<file path="src/rtl/present_sbox_nibble_scheduler_pkg.sv">
// Shared constants and FSM encoding for the PRESENT masked S-layer nibble scheduler.
package present_sbox_nibble_scheduler_pkg;

  localparam int NUM_NIBBLES = 16;
  localparam int NIBBLE_W    = 4;
  localparam int STATE_W     = NUM_NIBBLES * NIBBLE_W;
  localparam int IDX_W       = 4;

  typedef enum logic [1:0] {
    IDLE  = 2'd0,
    ISSUE = 2'd1,
    DRAIN = 2'd2,
    DONE  = 2'd3
  } sched_state_t;

  // Bit offset of nibble idx inside a 64-bit share.
  function automatic logic [5:0] nib_lsb(input logic [IDX_W-1:0] idx);
    return {idx, 2'b00};
  endfunction

endpackage

</file>
<file path="src/rtl/present_sbox_nibble_scheduler_if.sv">
// Bus between the scheduler, the round datapath, the PRNG and the shared masked S-box.
interface present_sbox_nibble_scheduler_if;
  import present_sbox_nibble_scheduler_pkg::*;

  logic               start;
  logic [STATE_W-1:0] state_in0;
  logic [STATE_W-1:0] state_in1;
  logic               busy;
  logic               done;
  logic [STATE_W-1:0] state_out0;
  logic [STATE_W-1:0] state_out1;
  logic [3:0]         sbox_in0;
  logic [3:0]         sbox_in1;
  logic [3:0]         sbox_r;
  logic               r_req;
  logic [3:0]         r_in;
  logic [3:0]         sbox_out0;
  logic [3:0]         sbox_out1;

  // master: the surrounding round datapath, PRNG and S-box gadget
  modport master (
    output start, state_in0, state_in1, r_in, sbox_out0, sbox_out1,
    input  busy, done, state_out0, state_out1, sbox_in0, sbox_in1, sbox_r, r_req
  );

  modport slave (
    input  start, state_in0, state_in1, r_in, sbox_out0, sbox_out1,
    output busy, done, state_out0, state_out1, sbox_in0, sbox_in1, sbox_r, r_req
  );

endinterface

</file>
<file path="src/rtl/present_sbox_nibble_scheduler_valid_pipe.sv">
// LATENCY-deep valid + nibble-index delay line matching the S-box gadget pipeline.
module present_sbox_valid_pipe
  import present_sbox_nibble_scheduler_pkg::*;
#(
  parameter int LATENCY = 1
) (
  input  logic             clk,
  input  logic             rst,
  input  logic             in_valid,
  input  logic [IDX_W-1:0] in_idx,
  output logic             out_valid,
  output logic [IDX_W-1:0] out_idx
);

  if (LATENCY == 0) begin : g_comb
    assign out_valid = in_valid;
    assign out_idx   = in_idx;
  end else begin : g_pipe
    logic [LATENCY-1:0] vld_q;
    logic [IDX_W-1:0]   idx_q [LATENCY];

    always_ff @(posedge clk or posedge rst) begin
      if (rst) begin
        vld_q <= '0;
        for (int k = 0; k < LATENCY; k++) idx_q[k] <= '0;
      end else begin
        // NOTE: non-blocking assignments make every stage shift from its pre-edge neighbour.
        vld_q[0] <= in_valid;
        idx_q[0] <= in_idx;
        for (int k = 1; k < LATENCY; k++) begin
          vld_q[k] <= vld_q[k-1];
          idx_q[k] <= idx_q[k-1];
        end
      end
    end

    assign out_valid = vld_q[LATENCY-1];
    assign out_idx   = idx_q[LATENCY-1];
  end

endmodule

</file>
<file path="src/rtl/present_sbox_nibble_scheduler.sv">
// Streams both PRESENT state shares nibble-serially through one shared masked S-box
// and writes the pipelined results back, keeping share paths strictly separate.
module present_sbox_nibble_scheduler
  import present_sbox_nibble_scheduler_pkg::*;
#(
  parameter int LATENCY = 1,
  parameter int NIBBLES = NUM_NIBBLES
) (
  input logic                            clk,
  input logic                            rst,
  present_sbox_nibble_scheduler_if.slave bus
);

  localparam logic [IDX_W-1:0] ISSUE_LAST = IDX_W'(NIBBLES - 1);
  localparam logic [2:0]       DRAIN_LAST = 3'((LATENCY == 0) ? 0 : LATENCY - 1);

  sched_state_t       state, state_nxt;
  logic [IDX_W-1:0]   issue_idx;
  logic [IDX_W-1:0]   cap_idx;
  logic [2:0]         drain_cnt;
  logic [STATE_W-1:0] src0, src1;
  logic [STATE_W-1:0] res0, res1;
  logic               issue_en;
  logic               start_ok;
  logic               cap_en;

  // State register
  always_ff @(posedge clk or posedge rst) begin
    if (rst) state <= IDLE;
    else     state <= state_nxt;
  end

  // Next-state logic
  always_comb begin
    // NOTE: defaulting state_nxt first keeps every path assigned, so no latch is inferred.
    state_nxt = state;
    case (state)
      IDLE:    if (bus.start) state_nxt = ISSUE;
      ISSUE:   if (issue_idx == ISSUE_LAST) state_nxt = (LATENCY == 0) ? DONE : DRAIN;
      DRAIN:   if (drain_cnt == DRAIN_LAST) state_nxt = DONE;
      DONE:    state_nxt = IDLE;
      default: state_nxt = IDLE;
    endcase
  end

  // Output logic
  always_comb begin
    issue_en = (state == ISSUE);
    start_ok = (state == IDLE) && bus.start;
  end

  assign bus.busy     = (state == ISSUE) || (state == DRAIN);
  assign bus.done     = (state == DONE);
  assign bus.r_req    = issue_en;
  assign bus.sbox_r   = issue_en ? bus.r_in : 4'h0;
  // Outside ISSUE the gadget sees zeros, never stale share data.
  assign bus.sbox_in0 = issue_en ? src0[nib_lsb(issue_idx) +: NIBBLE_W] : 4'h0;
  assign bus.sbox_in1 = issue_en ? src1[nib_lsb(issue_idx) +: NIBBLE_W] : 4'h0;

  // Write-back is timed by the valid pipe, so issue and drain may overlap freely.
  present_sbox_valid_pipe #(.LATENCY(LATENCY)) u_valid_pipe (
    .clk       (clk),
    .rst       (rst),
    .in_valid  (issue_en),
    .in_idx    (issue_idx),
    .out_valid (cap_en),
    .out_idx   (cap_idx)
  );

  always_ff @(posedge clk or posedge rst) begin
    if (rst) begin
      src0      <= '0;
      src1      <= '0;
      res0      <= '0;
      res1      <= '0;
      issue_idx <= '0;
      drain_cnt <= '0;
    end else begin
      if (start_ok) begin
        src0 <= bus.state_in0;
        src1 <= bus.state_in1;
      end
      // 4-bit index naturally wraps 15 -> 0 on the last issue cycle.
      if (issue_en) issue_idx <= issue_idx + 1'b1;
      drain_cnt <= (state == DRAIN) ? drain_cnt + 1'b1 : 3'd0;
      if (cap_en) begin
        res0[nib_lsb(cap_idx) +: NIBBLE_W] <= bus.sbox_out0;
        res1[nib_lsb(cap_idx) +: NIBBLE_W] <= bus.sbox_out1;
      end
    end
  end

  assign bus.state_out0 = res0;
  assign bus.state_out1 = res1;

endmodule

</file>
<file path="src/flat_wrapper.sv">
// flat-port wrapper written by rule: the top's interface ports become plain ports
module present_sbox_nibble_scheduler_flat import present_sbox_nibble_scheduler_pkg::*;
#(
  parameter int LATENCY = 1,
  parameter int NIBBLES = NUM_NIBBLES
)
  (clk, rst, bus_start, bus_state_in0, bus_state_in1, bus_r_in, bus_sbox_out0, bus_sbox_out1, bus_busy, bus_done, bus_state_out0, bus_state_out1, bus_sbox_in0, bus_sbox_in1, bus_sbox_r, bus_r_req);
  present_sbox_nibble_scheduler_if bus_i ();
  input logic clk;
  input logic rst;
  input wire logic [$bits(bus_i.start)-1:0] bus_start;
  input wire logic [$bits(bus_i.state_in0)-1:0] bus_state_in0;
  input wire logic [$bits(bus_i.state_in1)-1:0] bus_state_in1;
  input wire logic [$bits(bus_i.r_in)-1:0] bus_r_in;
  input wire logic [$bits(bus_i.sbox_out0)-1:0] bus_sbox_out0;
  input wire logic [$bits(bus_i.sbox_out1)-1:0] bus_sbox_out1;
  output wire logic [$bits(bus_i.busy)-1:0] bus_busy;
  output wire logic [$bits(bus_i.done)-1:0] bus_done;
  output wire logic [$bits(bus_i.state_out0)-1:0] bus_state_out0;
  output wire logic [$bits(bus_i.state_out1)-1:0] bus_state_out1;
  output wire logic [$bits(bus_i.sbox_in0)-1:0] bus_sbox_in0;
  output wire logic [$bits(bus_i.sbox_in1)-1:0] bus_sbox_in1;
  output wire logic [$bits(bus_i.sbox_r)-1:0] bus_sbox_r;
  output wire logic [$bits(bus_i.r_req)-1:0] bus_r_req;
  assign bus_i.start = bus_start;
  assign bus_i.state_in0 = bus_state_in0;
  assign bus_i.state_in1 = bus_state_in1;
  assign bus_i.r_in = bus_r_in;
  assign bus_i.sbox_out0 = bus_sbox_out0;
  assign bus_i.sbox_out1 = bus_sbox_out1;
  assign bus_busy = bus_i.busy;
  assign bus_done = bus_i.done;
  assign bus_state_out0 = bus_i.state_out0;
  assign bus_state_out1 = bus_i.state_out1;
  assign bus_sbox_in0 = bus_i.sbox_in0;
  assign bus_sbox_in1 = bus_i.sbox_in1;
  assign bus_sbox_r = bus_i.sbox_r;
  assign bus_r_req = bus_i.r_req;
  present_sbox_nibble_scheduler #(.LATENCY(LATENCY), .NIBBLES(NIBBLES)) u_core (.clk(clk), .rst(rst), .bus(bus_i));
endmodule
</file>
<file path="config.mk">
export PLATFORM = sky130hd
export DESIGN_NAME = present_sbox_nibble_scheduler_flat
export DESIGN_NICKNAME = d
export VERILOG_FILES = /design/src/rtl/present_sbox_nibble_scheduler_pkg.sv /design/src/rtl/present_sbox_nibble_scheduler_if.sv /design/src/rtl/present_sbox_nibble_scheduler_valid_pipe.sv /design/src/rtl/present_sbox_nibble_scheduler.sv /design/src/flat_wrapper.sv
export SDC_FILE = /design/constraint.sdc
export NUM_CORES = 1
export LEC_CHECK = 0
export ABC_CLOCK_PERIOD_IN_PS = 25300
export BUFFER_PORTS_ARGS = -buffer_cell sky130_fd_sc_hd__buf_2
export CAP_MARGIN = 30
export CORE_ASPECT_RATIO = 0.9
export CORE_MARGIN = 4
export CORE_UTILIZATION = 50
export DETAILED_ROUTE_END_ITERATION = 10
export MAX_ROUTING_LAYER = met4
export PLACE_DENSITY_LB_ADDON = 0.12
export SYNTH_ARGS = -nofsm -noshare
export SYNTH_HDL_FRONTEND = slang
export SYNTH_SLANG_ARGS = --single-unit
export TNS_END_PERCENT = 30
</file>
<file path="constraint.sdc">
create_clock -name clk -period 25.3 [get_ports clk]
set_input_delay 3.795 -clock clk [delete_from_list [all_inputs] [get_ports clk]]
set_output_delay 3.795 -clock clk [all_outputs]
set_load 0.005 [all_outputs]
</file>
==> out/metrics.cfg, run 1 <==
[sta]
skew_ns=0.009267
fin_crit_ns=7.952
tns_ns=0
rsz0062_at_grt=no
fin_ws_ns=17.35
hold_slack_ns=0.3729
drv_slew=0
tightest_slew_ns=0.9055
max_freq_mhz=125.8
finalCritPeriodShare=0.3143
maxSlewHeadroom=0.3941
setup_viol=0
hold_viol_final=0

[critical_path]
path_class=in2out
worstReg2RegStart=u_core.u_valid_pipe.out_idx[0]
worstPathArrival_ns=4.16
crit_chain=buf_2 > and2_1 > buf_2
start_kind=input port
crit_path_frequent_cell=buf_2
cp.required_ns=21.50
cp_num_buf_inv=2
cp_top_family=buffers and inverters
worstPathMaxFanout=1
crit_path_start=bus_r_in[2]
cp-end-kind=output pin
cp_slowest_stage_delay_ns=0.14
crit_slowest_cell=and2_1

[global_routing]
grt_use_total=0.2177
antenna_found_initial=9
grt_pass1_wl_mm=42.67
grt_max_degree=121
first_global_vias=7657
grt-ovfl-total=0

[pwr]
p_leak_nw=6.810
irDropWorstVdd_v=0.00006685
power_density_nw_per_um2=127.7

[synth]
yosys.area.top_type_share=0.5911
synthArstFlopShare=1.000
synthTopCellsByArea=dfrtp_1, mux2_2, mux4_2, o21ai_0, nand2_1
synth-edff-count=0
synth.avg_cell_area_um2=14.85
synth_ff_type=dfrtp_1
syn-cell-area_um2=11430
synth-seq-cells=270
netlist_instances=770
ys_seq_area_frac=0.5911
yosys_warnings=0
synth_commonest_cells=dfrtp_1, mux2_2, nand2_1
synthesis.nets=924
yosysMostFrequentCell=dfrtp_1
synth.distinct_cells=38
yosysTopAreaCell=dfrtp_1

[route]
vias=7283
drtIter0Drc=491
wire_per_inst_um=19.65
vias_per_cell=5.297
routed_wl_mm=27.02
firstDrtPassIters=4
drc=0
antenna_left=0

[finish]
drive_gt1_frac=0.5790
register_area_um2=6758
multi_input_area_um2=4468
nets=1203
area_growth_syn_to_layout_pct=24.03
fin_util=0.6298
fill_cells=1798

[clock_network]
ctsLongestPathBuffers=3
cts_tree=built
insertion_delay_ns=0.53
cts.root.buffer_cell=clkbuf_16
cts.sinks=270
cts_resized=0
post_cts_buffers=0
cts_made_buffers=29
htreeDepth=1
path_clk_slew_ns=0.06
hold_buffers=0

[floorplan]
io_pins=286
initial_core_util=0.5078
die_area_um2=25350
rows=52
coreArea_um2=22510
fp.dieW_um=167.4
die_y_um=151.4

[worst_hold_path]
hp-start=u_core.issue_idx[2]
hp-class=reg2reg

[placement]
hpwlAfterDp_mm=19.03
place_congestion=0.7888
port_buffers=285
post-place-ws_ns=17.35

[run]
drv_cap=0

[run_status]
run_status=finished, final reports clean

power by group:
group | internal (mW) | switching [mW] | total, mW
clock network | 0.267 | 0.166 | 0.433
logic | 0.358 | 0.274 | 0.631
registers | 0.630 | 0.116 | 0.746
total | 1.25 | 0.556 | 1.81
sequential cells by signal, indices dropped and copies added, names as in the netlist:
signal and cells:
u_core.src0 64, u_core.issue_idx 4, u_core.state 2, u_core.u_valid_pipe.out_valid 1
u_core.u_valid_pipe.out_idx 4, u_core.drain_cnt 3, u_core.bus.state_out1 64, u_core.bus.state_out0 64
u_core.src1 64
worst reg2reg max path: cells and delay by family (launching register included):
family,cells,cell delay (ns)
buffers and inverters,1,0.14
AND/OR/NAND/NOR,2,0.75
adder cells (fa/ha/maj),1,0.26
multiplexers,1,0.40
AO/OA/AOI/OAI,2,0.44
flip-flops,1,0.70
per-layer routing:
metal,vias up,global-route usage,share of wire
met5,-,-,0
met4,0,0.05112,0.020
met3,37,0.04515,0.068
met2,233,0.3413,0.47
met1,3659,0.2977,0.44
li1,3354,-,-
kinds of logic (layout without fill, tap and decap cells):
family,count (synthesis),after routing,share of synthesized area
AO/OA/AOI/OAI,65,65,0.03382
XOR/XNOR,5,5,0.003832
adder cells (fa/ha/maj),11,11,0.01204
buffers and inverters,54,353,0.01872
flip-flops,270,270,0.5911
multiplexers,263,263,0.2906
other,0,9,0
AND/OR/NAND/NOR,102,102,0.04991
per-stage QoR:
step,power (mW),area (um^2),std cells
after floorplan,1.165,11430,770
after global placement,1.370,13110,1313
after detailed placement,1.393,13170,1315
after CTS,1.830,14150,1366
after global routing,1.927,14180,1375
final,1.811,14180,1375
area by class of cell:
cell class              count  share of cell area
diodes                      9            0.001589
clock buffers              45             0.06178
clock inverters             6            0.008031
inverters                   9            0.002912
multi-input cells         446              0.3152
flip-flops and latches    270              0.4767
well taps                 297             0.02621
repair buffers            293              0.1077
cells in the final DEF (no fill, tap or decap), types with 5 or more instances in the layout:
master	instances
a22oi_1	16
inv_1	8
mux4_2	32
nand2_1	43
mux2_2	231
ha_1	11
clkbuf_1	7
and2_1	15
and3_1	10
buf_4	6
o21ai_0	43
clkbuf_8	9
diode_2	9
buf_2	285
dfrtp_1	269
clkbuf_16	29
nor2_2	5
worst paths after layout:
path / cells after the start / end / slack [ns]
worst max register to register: 7 / u_core.bus.state_out0[42] / 22.50
worst min register to register: 0 / u_core.u_valid_pipe.out_idx[2] / 0.37
min in group asynchronous: 2 / u_core.bus.state_out1[33] / 3.41
worst min-delay path: 0 / u_core.u_valid_pipe.out_idx[2] / 0.37
worst max-delay path: 3 / bus_sbox_r[2] / 17.35
max in group asynchronous: 4 / u_core.src1[11] / 19.91
No activity file was read; power rests on OpenSTA's default activity.
==> inputs of run 2 (changes only) <==
- ABC_CLOCK_PERIOD_IN_PS: 25300 -> 7700
- clock period: 25.3 -> 7.7 ns (I/O delays scaled with it)
==> out/metrics.cfg, run 2 (synthesis results as in run 1) <==
[finish]
drive_gt1_frac=0.5815
final_cell_mix=buf_2, dfrtp_1, mux2_2
final_common_cell=buf_2
nets=1202
area_growth_syn_to_layout_pct=23.46
final_area_um2=14110
fin_util=0.6269

[critical_path]
cp_num_buf_inv=2
reg2reg_to=u_core.bus.state_out1[26]
cp_slowest_stage_delay_ns=0.74
worstReg2RegStart=u_core.u_valid_pipe.out_idx[0]
r2r_cells=6
path_class=reg2out
worstPathMaxFanout=16
crit_slowest_cell=nor3b_2
start_kind=flip-flop
crit_chain=inv_1 > ha_1 > nor3b_2 > a22oi_1 > nand2_1 > buf_2
cp_top_family=simple AND/OR/NAND/NOR gates
r2r_slack_ns=4.99
crit_path_start=u_core.state[1]
cp.required_ns=6.55
worstPathArrival_ns=2.77
cp-end-kind=output pin

[run]
drv_cap=0

[clock_network]
cts_resized=0
cts_tree=built
hold_buffers=0
post_cts_buffers=0
ctsLongestPathBuffers=3
path_clk_slew_ns=0.06
cts.sinks=270
htreeDepth=1
insertion_delay_ns=0.54
cts_made_buffers=29
cts.root.buffer_cell=clkbuf_16

[sta]
finalCritPeriodShare=0.5100
drv_slew=0
max_freq_mhz=254.7
skew_ns=0.01411
rsz0062_at_grt=no
setup_viol=0
fin_ws_ns=3.773
tns_ns=0
tightest_slew_ns=1.011
fin_crit_ns=3.927
hold_viol_final=0
maxSlewHeadroom=0.3262

[worst_hold_path]
min_to=u_core.u_valid_pipe.out_idx[2]
holdPathStages=0
hp-start=u_core.issue_idx[2]
hp-class=reg2reg

[floorplan]
coreArea_um2=22510
io_pins=286
fp.dieW_um=167.4
die_area_um2=25350
rows=52
die_y_um=151.4
initial_core_util=0.5078

[route]
vias=7305
drc=0
antenna_left=0
drtIter0Drc=349
wire_per_inst_um=19.75
firstDrtPassIters=4
vias_per_cell=5.324
routed_wl_mm=27.09

[pwr]
power_density_nw_per_um2=416.8
internal_power_mw=4.060
power_frac_clock=0.233
swShare=0.3098
seqPwrFrac=0.418
netSwitchingPower_mw=1.822
power.share.combinational=0.349
p_leak_nw=6.785
irDropWorstVdd_v=0.0001902

[global_routing]
grt_pass1_wl_mm=42.37
grt-ovfl-total=0
grt_max_degree=184
first_global_vias=7586
grt_use_total=0.2170
antenna_found_initial=7

[placement]
post-place-ws_ns=4.308
place_area_um2=13150
port_buffers=285
hpwlAfterDp_mm=19.07
place_congestion=0.8040

[run_status]
run_status=finished, final reports clean

[run 2: area by class of cell]
| cell class | count | area [um^2] |
|---|---|---|
| clock inverter | 12 | 120.1 |
| fill | 1811 | 8399 |
| inverter | 9 | 37.54 |
| timing repair buffer | 292 | 1516 |
| antenna | 7 | 17.52 |
| clock buffer | 39 | 823.3 |
| tap | 297 | 371.6 |
| multi-input combinational | 446 | 4468 |
| sequential | 270 | 6758 |
[run 2: layer usage]
metal / share of wire / vias to the layer above / GRT usage
li1: - / 3357 / -
met1: 0.43 / 3673 / 0.2943
met2: 0.48 / 237 / 0.3417
met3: 0.070 / 38 / 0.04854
met4: 0.018 / 0 / 0.04868
met5: 0 / - / -
[run 2: power by group through the flow]
stage | Sequential [mW] | Clock (mW) | Combinational (mW)
global route | 2.55 | 1.46 | 2.27
CTS | 2.46 | 1.40 | 2.10
global placement | 2.49 | 0 | 2.00
detailed placement | 2.49 | 0 | 2.09
finish | 2.46 | 1.37 | 2.05
floorplan | 2.37 | 0 | 1.46
[run 2: worst max path at each step]
stage	to	slack (ns)	cells past startpoint
after floorplan	u_core.bus.state_out0[0]	2.98	1
after global placement	bus_sbox_in0[2]	4.31	6
after detailed placement	bus_sbox_in0[2]	4.31	6
after CTS	bus_sbox_in0[2]	3.72	6
after global routing	bus_sbox_in1[1]	3.59	6
final	bus_sbox_in0[2]	3.77	6
[run 2: metrics by stage]
step                cells  total power, mW  hold WS (ns)
global route         1372            6.276        0.3915
CTS                  1365            5.959        0.3770
finish               1372            5.883        0.3747
global placement     1312            4.491        0.3649
detailed placement   1314            4.575        0.3629
floorplan             770            3.827        0.3519
==> inputs of run 3 (changes only) <==
- ABC_AREA: not set -> 1
- ABC_CLOCK_PERIOD_IN_PS: 7700 -> 4100
- clock period: 7.7 -> 4.1 ns (I/O delays scaled with it)
==> out/metrics.cfg, run 3 <==
[run_status]
run_status=finished, final reports clean

[clock_network]
cts_resized=0
cts.root.buffer_cell=clkbuf_16
hold_buffers=0
post_cts_buffers=0
cts_tree=built
insertion_delay_ns=0.54
cts_made_buffers=29
path_clk_slew_ns=0.06
ctsLongestPathBuffers=3
cts.sinks=270
htreeDepth=1

[pwr]
seqPwrFrac=0.374
p_total_mw=12.08
power.share.combinational=0.420
internal_power_mw=7.158
netSwitchingPower_mw=4.919
irDropWorstVdd_v=0.0004893
p_leak_nw=7.426
swShare=0.4073
power_density_nw_per_um2=818.8
power_frac_clock=0.207

[finish]
multi_input_area_um2=4497
drive_gt1_frac=0.2197
fill_cells=2146
final_common_cell=nand2_1
fin_cells=2060
area_growth_syn_to_layout_pct=20.90
nets=1895
register_area_um2=6760
final_cell_mix=nand2_1, buf_2, dfrtp_1

[synth]
synth.distinct_cells=28
synthArstFlopShare=1.000
yosys_warnings=0
synth.avg_cell_area_um2=8.227
synth_commonest_cells=nand2_1, dfrtp_1, nor2_1
synth_ff_type=dfrtp_1
synth-edff-count=0
syn-cell-area_um2=12200
yosys.area.top_type_share=0.5538
synth-seq-cells=270
yosysMostFrequentCell=nand2_1
yosysTopAreaCell=dfrtp_1
ys_seq_area_frac=0.5538
netlist_instances=1483
synthesis.nets=1637
synthTopCellsByArea=dfrtp_1, nand2_1, nor2_1, inv_1, o21ai_0

[route]
drtIter0Drc=891
routed_wl_mm=33.29
drc=0
vias_per_cell=5.107
wire_per_inst_um=16.16
vias=10520
firstDrtPassIters=5
antenna_left=0

[sta]
fin_ws_ns=0.7945
drv_slew=0
tightest_slew_ns=1.027
skew_ns=0.01669
rsz0062_at_grt=no
setup_viol=0
max_freq_mhz=302.5
maxSlewHeadroom=0.3156
fin_crit_ns=3.306
hold_viol_final=0
finalCritPeriodShare=0.8062

[critical_path]
crit_path_frequent_cell=nand2_1
reg2reg_to=u_core.bus.state_out1[24]
cp.required_ns=3.48
cp_top_family=buffers and inverters
cp-end-kind=output pin
r2r_cells=8
worstPathMaxFanout=26
cp_num_buf_inv=4
r2r_slack_ns=1.27
path_class=reg2out
cp_slowest_stage_delay_ns=0.58
worstPathArrival_ns=2.69
crit_slowest_cell=clkinv_1
crit_chain=clkinv_1 > buf_4 > nand2_1 > nand3_1 > nand2_1 > nand2_1 > nand2_1 > inv_1 > a21oi_1 > buf_2
start_kind=flip-flop
worstReg2RegStart=u_core.u_valid_pipe.out_idx[0]

[global_routing]
antenna_found_initial=1
first_global_vias=10110
grt-ovfl-total=0
grt_use_total=0.2498
grt_pass1_wl_mm=53.81
grt_max_degree=181

[placement]
dp.cells=2012
port_buffers=285
hpwlAfterDp_mm=23.52
post-place-ws_ns=1.304
place_congestion=0.8250

[floorplan]
rows=53
io_pins=286
initial_core_util=0.5154
fp.dieW_um=172.7
coreArea_um2=23670
die_y_um=156.2
die_area_um2=26970

[worst_hold_path]
hp-class=in2async

[run]
drv_cap=0

-- run 3: cell types whose count changed in the layout (fill, tap and decap cells not counted), moves of 16 or more --
cell and delta:
a21oi_1 +116, a22oi_1 -16, inv_1 +154, mux2_2 -209, mux4_2 -32, nand2_1 +359
nand3_1 +75, nor2_1 +161, nor3_1 +16, o21ai_0 +79
-- run 3: how the worst max path moves through the flow --
stage	from	endpoint	slack, ns	depth (start not counted)
after global routing	u_core.issue_idx[0]	bus_sbox_in0[3]	0.54	10
after global placement	u_core.u_valid_pipe.out_idx[0]	u_core.bus.state_out1[27]	1.31	8
after floorplan	rst	u_core.bus.state_out0[0]	-0.08	1
after detailed placement	u_core.u_valid_pipe.out_idx[0]	u_core.bus.state_out1[24]	1.30	8
final	u_core.issue_idx[0]	bus_sbox_in0[3]	0.79	10
after CTS	u_core.issue_idx[0]	bus_sbox_in0[3]	0.77	10
-- run 3: layout make-up --
cell class | count | area share
Antenna cell | 1 | 0.0001696
Clock buffer | 42 | 0.05726
Clock inverter | 5 | 0.003902
Inverter | 172 | 0.04402
Multi-Input combinational cell | 971 | 0.3049
Sequential cell | 270 | 0.4583
Tap cell | 302 | 0.02562
Timing Repair Buffer | 297 | 0.1059
-- run 3: logic make-up after synthesis --
| group | share of synthesized area |
|---|---|
| AOI/OAI and AO/OA | 0.09927 |
| and+or+nand+nor | 0.2336 |
| DFF | 0.5538 |
| muxes | 0.02031 |
| xor gates and xnor gates | 0.003488 |
| adders and majority gates | 0.01128 |
| buffers and inverters | 0.07825 |
-- run 3: routing by layer --
metal	vias up	share of wire	GRT usage
met5	-	0	-
met4	0	0.022	0.05509
met3	51	0.065	0.04386
met2	343	0.46	0.3886
met1	4945	0.45	0.3493
li1	5181	-	-
-- run 3: power groups by stage --
| stage | Clock (mW) | Combinational, mW | Sequential [mW] |
|---|---|---|---|
| final | 2.50 | 5.07 | 4.51 |
| after global routing | 2.65 | 5.78 | 4.65 |
| after CTS | 2.54 | 5.10 | 4.51 |
| after detailed placement | 0 | 5.07 | 4.55 |
| after global placement | 0 | 4.96 | 4.53 |
| after floorplan | 0 | 3.34 | 4.48 |
-- run 3: through the flow --
stage	hold slack, ns	util	TNS (ns)	area (um^2)
CTS	0.2401	0.6230	0	14750
global placement	0.4037	0.5837	0	13820
detailed placement	0.4124	0.5849	0	13850
floorplan	0.3749	-	-22.26	12200
global route	0.2855	0.6231	0	14750
finish	0.2363	0.6231	0	14750
-- run 3: worst min-delay path, stage by stage --
cell and delay [ns]:
buf_2 0.11, clkinvlp_4 0.08, buf_4 0.38
